[src/rtl/seq_priority_encoder.sv]
// Serialising priority encoder: emits the index of each set request bit, one per output handshake, lowest first
// (highest first with SEQ_PRIO_ENC_MSB_FIRST_EN); first index one cycle after accept, input stalled while scanning.
module seq_priority_encoder #(
  parameter int WIDTH = 8,
  parameter int IDX_W = 3
) (
  input  logic             CLK,
  input  logic             RST,
  input  logic             IN_VALID,
  output logic             IN_READY,
  input  logic [WIDTH-1:0] IN_REQ,
  output logic             OUT_VALID,
  input  logic             OUT_READY,
  output logic [IDX_W-1:0] OUT_IDX,
  output logic             OUT_LAST,
  output logic             ZERO_PULSE
);

  typedef enum logic {IDLE, SCAN} state_t;

  state_t           state, state_nxt;
  logic [WIDTH-1:0] pending, pending_nxt;
  logic             zero_q, zero_nxt;
  logic [IDX_W-1:0] sel_idx;
  logic             one_left;

  // Picks the next index to emit from the bits still pending.
  function automatic logic [IDX_W-1:0] pick(input logic [WIDTH-1:0] v);
    logic [IDX_W-1:0] r;
    r = '0;
`ifdef SEQ_PRIO_ENC_MSB_FIRST_EN
    for (int i = 0; i < WIDTH; i++)
      if (v[i]) r = IDX_W'(i);
`else
    for (int i = WIDTH - 1; i >= 0; i--)
      if (v[i]) r = IDX_W'(i);
`endif
    return r;
  endfunction

  assign sel_idx  = pick(pending);
  assign one_left = (pending != '0) && ((pending & (pending - WIDTH'(1))) == '0);

  always_ff @(posedge CLK) begin
    if (RST) begin
      state   <= IDLE;
      pending <= '0;
      zero_q  <= 1'b0;
    end else begin
      state   <= state_nxt;
      pending <= pending_nxt;
      zero_q  <= zero_nxt;
    end
  end

  always_comb begin
    state_nxt   = state;
    pending_nxt = pending;
    zero_nxt    = 1'b0;
    case (state)
      IDLE: begin
        if (IN_VALID) begin
          if (IN_REQ != '0) begin
            pending_nxt = IN_REQ;
            state_nxt   = SCAN;
          end else begin
            zero_nxt = 1'b1;
          end
        end
      end
      SCAN: begin
        if (OUT_READY) begin
          pending_nxt = pending & ~(WIDTH'(1) << sel_idx);
          if (one_left) state_nxt = IDLE;
        end
      end
    endcase
  end

  assign IN_READY   = (state == IDLE);
  assign OUT_VALID  = (state == SCAN);
  assign OUT_IDX    = sel_idx;
  assign OUT_LAST   = (state == SCAN) && one_left;
  assign ZERO_PULSE = zero_q;

endmodule
[config.mk]
export PLATFORM = sky130hd
export DESIGN_NAME = seq_priority_encoder
export DESIGN_NICKNAME = d
export VERILOG_FILES = /design/src/rtl/seq_priority_encoder.sv
export SDC_FILE = /design/constraint.sdc
export NUM_CORES = 1
export LEC_CHECK = 0
export ABC_AREA = 1
export CAP_MARGIN = 15
export CORE_MARGIN = 5
export CORE_UTILIZATION = 45
export DETAILED_ROUTE_END_ITERATION = 8
export GPL_TIMING_DRIVEN = 0
export PLACE_DENSITY = 0.76
export SLEW_MARGIN = 20
export SYNTH_ARGS = -nofsm -noshare
export SYNTH_HDL_FRONTEND = slang
export SYNTH_SLANG_ARGS = --single-unit
[constraint.sdc]
create_clock -name CLK -period 1.25 [get_ports CLK]
set_input_delay 0.125 -clock CLK [delete_from_list [all_inputs] [get_ports CLK]]
set_output_delay 0.125 -clock CLK [all_outputs]
set_load 0.01 [all_outputs]
* Word level (Yosys, flattened, before mapping) *
Cells that the tools add are included.

word-level totals
  register bits after elaboration = 10
  memory bits (read-only) = 0
  input bits = 12
  latch bits = 0
  bits in writable memories = 0
  output and inout bits = 7
  word-level logic and storage cells = 38
  memories kept = 0

cells by class
  multiply operators = 0
  $add $sub $neg = 1
  mux-type cells = 18
  shift operators = 1
  reduce and logical (&&, ||, !) cells = 7
  eq/ne operators = 3
  div/mod/pow operators = 0
  bitwise logic cells = 5
  order comparisons = 0

operator list
  cell                   number
  $mux W3                8
  $mux W8                3
  $and A8 B8 Y8          2
  $pmux W8 S2            1
  $reduce_bool A8 Y1     2
  $logic_not A8 Y1       1
  $not A8 Y8             1
  $shl A1 B3 Y8 const A  1
  $sub A8 B1 Y8 const B  1
  $mux W1                5
  $ne A2 B2 Y1 const B   2
  $reduce_and A3 Y1      1
  $reduce_or A3 Y1       1
  $logic_and A1 B1 Y1    2
  $ne A2 B1 Y1 const B   1
  $not A1 Y1             2
  $pmux W1 S2            1

* Depth between registers and ports, before layout *
  depth in word-level cells = 13
  mapped depth = 8
  depth with buffers taken out = 8

* Worst setup path before layout *
No wires, ideal clock.

  kind = reg-to-output
  start = register pending[2]
  end = output OUT_LAST
  buffers on the path = 0
  stages on the path, launching flop included = 6
  slack = 83 ps
  required time = 1125 ps
  arrival = 1042 ps
  cells stage by stage = dfxtp_1 nor2_1 nand3_1 a21oi_1 nand3_1 nor2_1

between the ends
  cells in the longest elaborated chain, start to end = 5
  elaborated cells on any way between the ends = 6
  those cells by class = add/sub (1); bitwise (1); reduce/logical (4)

ends and longest elaborated chain
  item                    RTL line  text
  start, declared         22        logic [WIDTH-1:0] pending, pending_nxt;
  start signal, assigned  51        pending <= pending_nxt;
  $sub A8 B1 Y8           42        assign one_left = (pending != '0) && ((pending & (pending - WIDTH'(1))) == '0);
  $and A8 B8 Y8           42
  $logic_not A8 Y1        42
  $logic_and A1 B1 Y1 *   42
  $logic_and A1 B1 Y1 *   83        assign OUT_LAST = (state == SCAN) && one_left;
  end, declared           15        output logic OUT_LAST,

Every way passes the cells marked *; elsewhere a longest branch is shown, timed or not.

* Worst setup path in the final report *
  start = register pending[0]
  end = output OUT_LAST

The elaborated chain is that of the path after synthesis.

==> Implementation_results.wiki <==
{| class="wikitable"
! Metric !! Value
|-
| Required time of the critical path || 1120 ps
|-
| Die Width || 48.1 µm
|-
| Worst hold path type || in -> reg
|-
| Endpoint type of the worst setup path || output pin
|-
| Outcome || complete, but fails checks
|-
| Post-synthesis sequential element count || 10
|-
| GR met2 Demand/Resource || 35.1%
|-
| Vert. Die Dim || 48.1 µm
|-
| Switching power of the nets || 435 µW
|-
| GRT Util Overall || 22.7%
|-
| Number of DRC markers after the initial detailed-route iteration || 75
|-
| Mapped Avg Cell Area || 6.34 µm²
|-
| Reg area || 219 µm²
|-
| Count of max-cap constraint violations || 0
|-
| Synthesized netlist net count || 115
|-
| CTS sink count || 10
|-
| Largest net degree at the start of global routing || 11
|-
| Number of hold violations in the final report || 0
|-
| Gr ovfl total || 0
|-
| Final cell count without fillers || 154
|-
| Initial standard-cell utilization of the core || 49.0%
|-
| IR Drop Worst-Case VDD || 0.717 mV
|-
| Cell area after placement || 842 µm²
|-
| Violated checks || setup timing
|-
| Slew Limit Headroom || 60.3%
|-
| Sequential power share || 31.7%
|-
| Area growth from synthesis to layout || 66.9%
|-
| Comb pwr share || 41.6%
|-
| Share of final-layout standard cells stronger than drive strength 1 || 40.3%
|-
| Most instantiated cells after synthesis || nand2_1, nand3_1, a21oi_1
|-
| Total of fill cells in the finished design || 83
|-
| Vias in the first global route || 827
|-
| Number of inserted diodes || 0
|-
| Average vias per placed instance || 6.00
|-
| Detailed-placement wirelength estimate || 1390 µm
|-
| Area taken by multi-input logic gates || 480 µm²
|-
| Clock Latency Late Sink || 280 ps
|-
| Number of top-level design ports || 19
|-
| Ys async rst share || 0%
|-
| M1 GR Usage || 29.9%
|-
| Maximum clock rate || 609 MHz
|-
| Number of placement rows || 13
|-
| Number of DRC violations after detailed routing || 0
|-
| Wire length of the first global-routing pass || 3660 µm
|-
| Unrepaired setup endpoints after global routing || true
|-
| Switching share of power || 36.5%
|-
| Net count of the finished layout || 152
|-
| Max Buffers Root-to-Sink || 2
|-
| Cell Count Post-Placement || 135
|-
| Number of synthesized flops with an enable pin || 0
|-
| Number of clock buffers inserted by TritonCTS || 3
|-
| Wire length per cell || 15.4 µm
|-
| Area of all placed cells without fillers || 0.00109 mm²
|-
| 1st-pass router iterations || 4
|-
| Total number of vias || 924
|-
| Full die area || 0.00231 mm²
|-
| Final max-slew violation count || 0
|-
| Number of warnings printed during yosys synthesis || 0
|-
| GPL Wtd Cong || 0.944
|-
| Startpoint types || register
|-
| Post-detailed-routing wire length || 2370 µm
|-
| Biggest area consumer among synthesized cells || dfxtp_1
|-
| Most common cell in the netlist || nand2_1
|-
| Clock tree from TritonCTS || done
|-
| Core box area || 0.00133 mm²
|-
| Grt met3 use || 5.17%
|-
| Initial antenna violation count || 0
|-
| Static Leakage || 0.000530 µW
|-
| Largest fanout on the critical path || 5
|-
| Actual transition at the worst max-transition pin || 595 ps
|-
| Post-synthesis sequential area ratio || 30.7%
|-
| Internal Pwr Total || 756 µW
|-
| Distinct cells, synth || 21
|-
| Clock-pin transition on the worst setup and hold timing paths || 70 ps
|-
| Clk Tree Root Cell || clkbuf_4
|-
| Post-route clock period utilization || 131%
|-
| Most common flop cell mapped by yosys || dfxtp_1
|-
| Final number of setup-violating endpoints || 6
|-
| Final WS setup || -392 ps
|-
| Count of buffers inserted at the top-level ports || 17
|-
| Syn Std Cell Area || 653 µm²
|-
| Setup Total Neg Slack || -1260 ps
|-
| Global-route layer with the greatest usage || met2
|-
| Worst setup slack for register-to-register paths || -180 ps
|-
| Crit path arrival time || 1520 ps
|-
| Synth area leaders || dfxtp_1, nand2_1, nand3_1, a21oi_1, o21ai_0
|-
| Fraction of power consumed by the clock network || 26.7%
|-
| Pwr dens || 1090 mW/mm²
|-
| Post-Route Skew || 3.18 ps
|-
| Type of the setup path with the least slack || reg -> out
|-
| Number of routed nets with antenna violations || 0
|-
| Share of the synthesized area in the top cell type || 30.7%
|-
| H-tree depth reported by CTS || 1
|-
| Min cycle time layout || 1640 ps
|-
| Number of standard cells after synthesis || 103
|}
-- state kept, by name (all words and copies together), names as in the netlist --
| name | flops |
|---|---|
| OUT_VALID | 1 |
| ZERO_PULSE | 1 |
| pending | 8 |
-- worst paths after layout --
kind,depth (start not counted),endpoint,startpoint
worst max-delay path,8,OUT_LAST,pending[0]
worst min-delay path,3,pending[0],IN_REQ[0]
worst max register to register,8,OUT_VALID,pending[0]
worst min register to register,2,pending[4],pending[4]
-- logic make-up after synthesis --
kind of cell	share of synthesized area, %
buf+inv	6.51
flops	30.7
compound gates	16.9
simple gates	46.0
-- area by class of cell --
class,count,share of cell area [%]
Timing Repair Buffer,32,25.7
Inverter,7,2.64
Multi-Input combinational cell,83,44.1
Sequential cell,10,20.1
Clock buffer,4,3.33
Tap cell,15,1.72
Buffer,3,2.41
-- cell usage in the layout, fill, tap and decap left out, types with 4 or more instances in the layout --
cell | synthesis | routed
nor2_1 | 8 | 6
nand3_1 | 18 | 17
clkdlybuf4s50_1 | 0 | 4
buf_2 | 1 | 4
dfxtp_4 | 0 | 4
dlymetal6s2s_1 | 0 | 5
inv_1 | 6 | 5
a21oi_2 | 0 | 8
buf_6 | 0 | 4
nand2_1 | 27 | 24
a21oi_1 | 13 | 5
buf_4 | 1 | 13
-- metal layers --
layer | share of wire, % | vias up | wire length, µm
met1 | 41 | 429 | 980
met2 | 45 | 59 | 1070
met3 | 9.9 | 13 | 235
li1 | - | 423 | -
met5 | 0 | - | 0
met4 | 3.7 | 0 | 87
-- worst max-delay path: stages, from the launching register on --
cell,delay [ps]
dfxtp_4,370
nor2_4,180
nand2_2,90
nand2_2,80
nand3_1,90
nand2_1,110
nand3_1,80
nor2_1,100
buf_2,140
-- repair_timing --
item | in CTS | in global routing
hold buffers | 0 | 0
buffers inserted | 14 | 3
setup endpoints to repair | 14 | 14
pin swaps | 11 | 16
gates resized for setup | 50 | 17
-- per-stage QoR --
step	hold slack, ps	power [µW]	setup slack [ps]	util, %
2_1_floorplan	287	587	83.0	-
3_3_place_gp	491	731	-505	63.1
3_5_place_dp	511	736	-535	63.1
4_1_cts	283	1130	-335	77.4
5_1_grt	192	1240	-439	81.7
6_report	162	1190	-392	81.7
-- power groups by stage --
stage	logic [µW]	clock network [µW]	registers, µW
after floorplan	215	0	372
after global placement	355	0	376
after detailed placement	358	0	377
after CTS	440	313	375
after global routing	531	331	381
final	495	318	377
Power figures use the tool's default switching activity.
